[config.mk]
export PLATFORM = sky130hd
export DESIGN_NAME = retire_trace_buffer_flat
export DESIGN_NICKNAME = d
export VERILOG_FILES = /design/src/rtl/retire_trace_buffer_pkg.sv /design/src/rtl/retire_trace_buffer_if.sv /design/src/rtl/retire_trace_buffer_fifo.sv /design/src/rtl/retire_trace_buffer.sv /design/src/flat_wrapper.sv
export SDC_FILE = /design/constraint.sdc
export NUM_CORES = 2
export LEC_CHECK = 0
export ABC_AREA = 1
export CAP_MARGIN = 20
export CELL_PAD_IN_SITES_DETAIL_PLACEMENT = 1
export CELL_PAD_IN_SITES_GLOBAL_PLACEMENT = 1
export CORE_UTILIZATION = 40
export DETAILED_ROUTE_END_ITERATION = 10
export PLACE_DENSITY = 0.73
export SLEW_MARGIN = 0
export SYNTH_ARGS = -nofsm -noshare
export SYNTH_HDL_FRONTEND = slang
export SYNTH_SLANG_ARGS = --single-unit
[constraint.sdc]
create_clock -name clk -period 10.45 [get_ports clk]
set_input_delay 1.045 -clock clk [delete_from_list [all_inputs] [get_ports clk]]
set_output_delay 1.045 -clock clk [all_outputs]
set_load 0.02 [all_outputs]
[src/rtl/retire_trace_buffer_pkg.sv]
// Shared types for the retire trace buffer: event kinds, trace record layout
// and the kind classifier used at capture.
package trace_pkg;

    localparam int unsigned XLEN   = 32;
    localparam int unsigned INUM_W = 32;
    localparam int unsigned CYC_W  = 32;
    localparam int unsigned DROP_W = 16;
    localparam int unsigned REG_W  = 5;

    typedef enum logic [2:0] {
        K_NOP = 3'd0,
        K_REG = 3'd1,
        K_LD  = 3'd2,
        K_ST  = 3'd3,
        K_STU = 3'd4
    } trace_kind_e;

    typedef struct packed {
        logic [INUM_W-1:0] inum;
        logic [CYC_W-1:0]  cyc;
        logic [XLEN-1:0]   pc;
        logic [XLEN-1:0]   instr;
        trace_kind_e       kind;
        logic [REG_W-1:0]  rd;
        logic [XLEN-1:0]   wdata;
        logic [XLEN-1:0]   addr;
        logic [XLEN-1:0]   mdata;
    } trace_rec_t;

    localparam int unsigned REC_W = $bits(trace_rec_t);

    // A register write dominates the classification; a load without a
    // register write carries no architectural effect and is logged as NOP.
    function automatic trace_kind_e classify(input logic reg_write,
                                             input logic mem_read,
                                             input logic mem_write);
        trace_kind_e k;
        k = K_NOP;
        if (reg_write && mem_write)     k = K_STU;
        else if (reg_write && mem_read) k = K_LD;
        else if (reg_write)             k = K_REG;
        else if (mem_write)             k = K_ST;
        return k;
    endfunction

endpackage

[src/rtl/retire_trace_buffer_if.sv]
// Retire-side capture bus plus the ready/valid trace drain and status.
interface retire_trace_buffer_if #(
    parameter int unsigned DEPTH = 16
);
    import trace_pkg::*;

    localparam int unsigned LVL_W = $clog2(DEPTH) + 1;

    logic              en;
    logic [XLEN-1:0]   pc;
    logic [XLEN-1:0]   instr;
    logic              reg_write;
    logic [REG_W-1:0]  rd;
    logic [XLEN-1:0]   wdata;
    logic              mem_read;
    logic              mem_write;
    logic [XLEN-1:0]   mem_addr;
    logic [XLEN-1:0]   mem_data;
    logic              clr;
    logic              out_valid;
    logic              out_ready;
    trace_rec_t        out_rec;
    logic              overflow;
    logic [DROP_W-1:0] drop_count;
    logic [LVL_W-1:0]  level;

    modport master (
        output en, pc, instr, reg_write, rd, wdata, mem_read, mem_write,
               mem_addr, mem_data, clr, out_ready,
        input  out_valid, out_rec, overflow, drop_count, level
    );

    modport slave (
        input  en, pc, instr, reg_write, rd, wdata, mem_read, mem_write,
               mem_addr, mem_data, clr, out_ready,
        output out_valid, out_rec, overflow, drop_count, level
    );

endinterface

[src/rtl/retire_trace_buffer_fifo.sv]
// Synchronous FIFO with flush; head data is read combinationally from storage
// and forced to zero while empty so no stale record is ever presented.
module trace_fifo #(
    parameter int unsigned WIDTH = 8,
    parameter int unsigned DEPTH = 16
) (
    input  logic                       clk,
    input  logic                       rst_n,
    input  logic                       flush,
    input  logic                       push,
    input  logic [WIDTH-1:0]           wdata,
    input  logic                       pop,
    output logic [WIDTH-1:0]           rdata,
    output logic                       full,
    output logic                       empty,
    output logic [$clog2(DEPTH):0]     level
);

    localparam int unsigned AW = $clog2(DEPTH);
    localparam int unsigned LW = AW + 1;

    logic [WIDTH-1:0] mem_q [DEPTH];
    logic [AW-1:0]    wr_ptr_q, wr_ptr_d;
    logic [AW-1:0]    rd_ptr_q, rd_ptr_d;
    logic [LW-1:0]    count_q,  count_d;
    logic             do_push_c;
    logic             do_pop_c;

    assign empty     = (count_q == '0);
    assign full      = (count_q == LW'(DEPTH));
    assign level     = count_q;
    assign do_pop_c  = pop & ~empty & ~flush;
    // When full, a same-cycle pop frees the slot the push writes into.
    assign do_push_c = push & (~full | do_pop_c) & ~flush;
    assign rdata     = empty ? '0 : mem_q[rd_ptr_q];

    always_comb begin
        wr_ptr_d = wr_ptr_q;
        rd_ptr_d = rd_ptr_q;
        count_d  = count_q;
        if (do_push_c) wr_ptr_d = wr_ptr_q + AW'(1);
        if (do_pop_c)  rd_ptr_d = rd_ptr_q + AW'(1);
        case ({do_push_c, do_pop_c})
            2'b10:   count_d = count_q + LW'(1);
            2'b01:   count_d = count_q - LW'(1);
            default: count_d = count_q;
        endcase
        if (flush) begin
            wr_ptr_d = '0;
            rd_ptr_d = '0;
            count_d  = '0;
        end
    end

    always_ff @(posedge clk or negedge rst_n) begin
        if (!rst_n) begin
            wr_ptr_q <= '0;
            rd_ptr_q <= '0;
            count_q  <= '0;
        end else begin
            wr_ptr_q <= wr_ptr_d;
            rd_ptr_q <= rd_ptr_d;
            count_q  <= count_d;
        end
    end

    // Storage needs no reset: it is only observed through a non-empty head.
    always_ff @(posedge clk) begin
        if (do_push_c) mem_q[wr_ptr_q] <= wdata;
    end

endmodule

[src/rtl/retire_trace_buffer.sv]
// Retire trace capture: classifies each retiring instruction, stamps it with
// instruction/cycle numbers and queues it; overflow drops and counts, never stalls.
module retire_trace_buffer
    import trace_pkg::*;
#(
    parameter int unsigned DEPTH = 16
) (
    input  logic                 clk,
    input  logic                 rst_n,
    retire_trace_buffer_if.slave bus
);

    localparam int unsigned LVL_W = $clog2(DEPTH) + 1;

    logic [INUM_W-1:0] inum_q, inum_d;
    logic [CYC_W-1:0]  cyc_q,  cyc_d;
    logic              ovf_q,  ovf_d;
    logic [DROP_W-1:0] drop_q, drop_d;

    logic              capture_c;
    logic              pop_c;
    logic              push_c;
    logic              drop_c;
    trace_kind_e       kind_c;
    trace_rec_t        rec_c;

    logic              fifo_full;
    logic              fifo_empty;
    logic [LVL_W-1:0]  fifo_level;
    logic [REC_W-1:0]  fifo_rdata;

    assign capture_c = bus.en & ~bus.clr;
    assign pop_c     = ~fifo_empty & bus.out_ready & ~bus.clr;
    assign push_c    = capture_c & (~fifo_full | pop_c);
    assign drop_c    = capture_c & fifo_full & ~pop_c;

    // Record assembly; fields irrelevant to the kind stay zero.
    always_comb begin
        rec_c       = '0;
        kind_c      = classify(bus.reg_write, bus.mem_read, bus.mem_write);
        rec_c.inum  = inum_q;
        rec_c.cyc   = cyc_q;
        rec_c.pc    = bus.pc;
        rec_c.instr = bus.instr;
        rec_c.kind  = kind_c;
        if (kind_c == K_REG || kind_c == K_LD || kind_c == K_STU) begin
            rec_c.rd    = bus.rd;
            rec_c.wdata = bus.wdata;
        end
        if (kind_c == K_LD || kind_c == K_ST || kind_c == K_STU) begin
            rec_c.addr = bus.mem_addr;
        end
        if (kind_c == K_ST || kind_c == K_STU) begin
            rec_c.mdata = bus.mem_data;
        end
    end

    // inum advances on every capture, stored or dropped, exposing gaps downstream.
    always_comb begin
        cyc_d  = cyc_q + CYC_W'(1);
        inum_d = inum_q;
        ovf_d  = ovf_q;
        drop_d = drop_q;
        if (capture_c) inum_d = inum_q + INUM_W'(1);
        if (drop_c) begin
            ovf_d = 1'b1;
            if (drop_q != '1) drop_d = drop_q + DROP_W'(1);
        end
        if (bus.clr) begin
            cyc_d  = '0;
            inum_d = '0;
            ovf_d  = 1'b0;
            drop_d = '0;
        end
    end

    always_ff @(posedge clk or negedge rst_n) begin
        if (!rst_n) begin
            inum_q <= '0;
            cyc_q  <= '0;
            ovf_q  <= 1'b0;
            drop_q <= '0;
        end else begin
            inum_q <= inum_d;
            cyc_q  <= cyc_d;
            ovf_q  <= ovf_d;
            drop_q <= drop_d;
        end
    end

    trace_fifo #(
        .WIDTH (REC_W),
        .DEPTH (DEPTH)
    ) u_fifo (
        .clk   (clk),
        .rst_n (rst_n),
        .flush (bus.clr),
        .push  (push_c),
        .wdata (rec_c),
        .pop   (pop_c),
        .rdata (fifo_rdata),
        .full  (fifo_full),
        .empty (fifo_empty),
        .level (fifo_level)
    );

    assign bus.out_valid  = ~fifo_empty;
    assign bus.out_rec    = trace_rec_t'(fifo_rdata);
    assign bus.overflow   = ovf_q;
    assign bus.drop_count = drop_q;
    assign bus.level      = fifo_level;

endmodule

[src/flat_wrapper.sv]
// flat-port wrapper written by rule: the top's interface ports become plain ports
module retire_trace_buffer_flat import trace_pkg::*;
#(
    parameter int unsigned DEPTH = 16
)
  (clk, rst_n, bus_en, bus_pc, bus_instr, bus_reg_write, bus_rd, bus_wdata, bus_mem_read, bus_mem_write, bus_mem_addr, bus_mem_data, bus_clr, bus_out_ready, bus_out_valid, bus_out_rec, bus_overflow, bus_drop_count, bus_level);
  retire_trace_buffer_if #(.DEPTH(DEPTH)) bus_i ();
  input  logic clk;
  input  logic rst_n;
  input wire logic [$bits(bus_i.en)-1:0] bus_en;
  input wire logic [$bits(bus_i.pc)-1:0] bus_pc;
  input wire logic [$bits(bus_i.instr)-1:0] bus_instr;
  input wire logic [$bits(bus_i.reg_write)-1:0] bus_reg_write;
  input wire logic [$bits(bus_i.rd)-1:0] bus_rd;
  input wire logic [$bits(bus_i.wdata)-1:0] bus_wdata;
  input wire logic [$bits(bus_i.mem_read)-1:0] bus_mem_read;
  input wire logic [$bits(bus_i.mem_write)-1:0] bus_mem_write;
  input wire logic [$bits(bus_i.mem_addr)-1:0] bus_mem_addr;
  input wire logic [$bits(bus_i.mem_data)-1:0] bus_mem_data;
  input wire logic [$bits(bus_i.clr)-1:0] bus_clr;
  input wire logic [$bits(bus_i.out_ready)-1:0] bus_out_ready;
  output wire logic [$bits(bus_i.out_valid)-1:0] bus_out_valid;
  output wire logic [$bits(bus_i.out_rec)-1:0] bus_out_rec;
  output wire logic [$bits(bus_i.overflow)-1:0] bus_overflow;
  output wire logic [$bits(bus_i.drop_count)-1:0] bus_drop_count;
  output wire logic [$bits(bus_i.level)-1:0] bus_level;
  assign bus_i.en = bus_en;
  assign bus_i.pc = bus_pc;
  assign bus_i.instr = bus_instr;
  assign bus_i.reg_write = bus_reg_write;
  assign bus_i.rd = bus_rd;
  assign bus_i.wdata = bus_wdata;
  assign bus_i.mem_read = bus_mem_read;
  assign bus_i.mem_write = bus_mem_write;
  assign bus_i.mem_addr = bus_mem_addr;
  assign bus_i.mem_data = bus_mem_data;
  assign bus_i.clr = bus_clr;
  assign bus_i.out_ready = bus_out_ready;
  assign bus_out_valid = bus_i.out_valid;
  assign bus_out_rec = bus_i.out_rec;
  assign bus_overflow = bus_i.overflow;
  assign bus_drop_count = bus_i.drop_count;
  assign bus_level = bus_i.level;
  retire_trace_buffer #(.DEPTH(DEPTH)) u_core (.clk(clk), .rst_n(rst_n), .bus(bus_i));
endmodule
==> metrics.txt <==
final core utilization=46.14%; drt wl/cell=28.76 um; TritonCTS clock tree=yes; vias in the first global route=104100; Synth area leaders=edfxtp_1 75%, o21ai_0 6.0%, nor2_1 5.0%; max-cap viol count=0; buffers plus inverters on the worst setup path=4; Max stage delay on crit path=1.09 ns; Core Footprint=370300 um^2; Post-Synthesis Cells=10850; synthesized cell area=149300 um^2; actual slew at the worst max-slew pin=1.637 ns; PwrDens=223.1 nW/um^2; synth warn=0; power consumption=38.11 mW; largest buffer count on any clock path=4; Worst Path Class, Setup=flip-flop to output port; CTS H-tree depth=5; DIE HEIGHT=612.9 um; initial antenna violation count=42; crit path cell chain=buf_4 > buf_4 > buf_12 > o21ai_0 > o221ai_1 > nand3_1 > a21oi_1 > clkdlybuf4s50_1; CP max stage cell=dfrtp_4; unrepaired setup endpoints after global routing=no; first-pass GRT wire length=680900 um; Inserted Clock Buffers=395; Iteration-0 DRC Markers=10470; GPL Wtd Cong=0.8081; Root Buffer=clkbuf_16; Req. time, crit path=9.41 ns; starting density of the core=40.32%; Final WS setup=2.886 ns; post-CTS setup buffer count=0; status=finished, violations left; CP Data Arrival Time=6.52 ns; placed cells=15540; Clk Latency, worst-skew pair=0.98 ns; number of I/O port buffers=427; largest net degree at the start of global routing=295; antenna viol nets, final=0; Vias/cell=6.039; crit-path most repeated cell=buf_4; Largest delay share family, worst path=buffers and inverters; Sink Count=3806; worst min-delay path category=primary input to async pin; sequential fraction of the synthesis area=76.25%; # resized after CTS=0; Yosys cell types=48; Period minus WS final=7.564 ns; most common cell after layout, fill and taps aside=edfxtp_1; Final Non-Filler Cells=16290; Fin. Hold Viols=0; commonest non-fill, non-tap cells in the layout=3712 x edfxtp_1, 1981 x nor2_1, 1775 x o21ai_0; f_max=0.1322 GHz; failing checks=slew limit; DRC violations left=0; die width=612.9 um; VDD IR max=0.1714 mV; syn_area_per_cell=13.76 um^2; relative slew slack=-9.162%; gr usage total=24.18%; post-route cell area=170800 um^2; placed cell area=158000 um^2; hold_buf cts=0; leading area contributor after synthesis=edfxtp_1; crit-path max FO=217; Place WS=3.768 ns; Slew Limit Fails=218; Total Die Area=375600 um^2; # setup viols final=0; Area Growth Syn to Fin=14.44%; post-synth top area share=74.67%; clock-pin slew on the worst setup and hold paths=0.06 ns; Syn Nets=11030; CP Launch Type=flip-flop; nets=11180; # IOs=428; Initial DRT Pass Iterations=8; Worst Setup End Kind=output port; clock skew=0.06555 ns; Synth Register Bits=3806; Post-Route WL=468400 um; row cnt=223; HPWL Detailed=227200 um; Leakage=54.43 nW; layout cells sized above 1=6.630%; total global routing overflow=0; via count=98360; final worst path period share=72.38%
==> where the power goes <==
group / total [mW] / switching, mW / internal, mW / leakage (nW)
clock network: 13.9 / 5.99 / 7.93 / 6.15
logic: 7.30 / 5.21 / 2.09 / 12.5
registers: 16.9 / 0.0793 / 16.8 / 35.8
total: 38.1 / 11.3 / 26.8 / 54.4
==> final timing paths <==
| path | from | endpoint | slack [ns] | cells after the start |
|---|---|---|---|---|
| worst max-delay path | u_core.u_fifo.rd_ptr_q[1] | bus_out_rec[126] | 2.89 | 8 |
| worst min-delay path | rst_n | u_core.cyc_q[23] | 0.07 | 1 |
| worst max register to register | u_core.u_fifo.level[0] | u_core.u_fifo.mem_q[12][132] | 6.67 | 8 |
| worst min register to register | u_core.bus.overflow | u_core.bus.overflow | 0.50 | 2 |
| max in group asynchronous | rst_n | u_core.u_fifo.rd_ptr_q[0] | 8.98 | 2 |
| min in group clk | u_core.bus.overflow | u_core.bus.overflow | 0.50 | 2 |
==> area by class of cell <==
| type | instances | area, um^2 |
|---|---|---|
| Antenna cell | 25 | 62.56 |
| Tap cell | 4950 | 6193 |
| Timing Repair Buffer | 572 | 6017 |
| Multi-Input combinational cell | 6018 | 31290 |
| Fill cell | 36920 | 199400 |
| Inverter | 203 | 808.3 |
| Clock buffer | 481 | 10280 |
| Clock inverter | 233 | 2344 |
| Sequential cell | 3806 | 113800 |
==> routing by layer <==
layer / up-vias / part of all wire, % / global-route usage, %
met3: 886 / 6.7 / 3.338
met4: 10 / 3.9 / 9.807
met5: - / 0.013 / 0
met2: 4007 / 48 / 39.84
li1: 41780 / - / -
met1: 51690 / 41 / 32.35
==> cell families after synthesis <==
family | share of synthesized area (%)
flops | 76.25
compound gates | 13.73
simple gates | 6.890
buf+inv | 2.877
xor+xnor | 0.1760
fa+ha+maj | 0.08382
==> registers in the layout (all words and copies together), names as in the netlist <==
name and cells:
u_core.u_fifo.level 5, u_core.bus.drop_count 16, u_core.cyc_q 32, u_core.u_fifo.mem_q 3712, u_core.u_fifo.rd_ptr_q 4, u_core.bus.overflow 1, u_core.u_fifo.wr_ptr_q 4, u_core.inum_q 32
==> synth_stat cells, drive strengths merged <==
library cell and n:
dfrtp 94, inv 203, xnor2 8, a31oi 2, o211ai 278, o21bai 1, nor2 2000, nand3 229
ha 10, a211oi 2, o21a 2, o21ai 1904, nand4 40, nor4 8, nand2 252, nand3b 3
nor3b 1, o31ai 10, o22ai 279, and3 2, a21o 1, xor2 22, clkbuf 552, buf 270
a21oi 254, nor3 52, or2 4, a221oi 1, o221ai 650, edfxtp 3712, a31o 1, a22oi 1
a22o 1
==> through the flow <==
step | setup TNS, ns | hold slack [ns]
3_5_place_dp | 0 | 0.4874
4_1_cts | 0 | 0.006867
3_3_place_gp | 0 | 0.4854
5_1_grt | 0 | 0.06662
6_report | 0 | 0.06663
2_1_floorplan | -6478.25 | 0.5228
(Power assumes the default switching activity.)
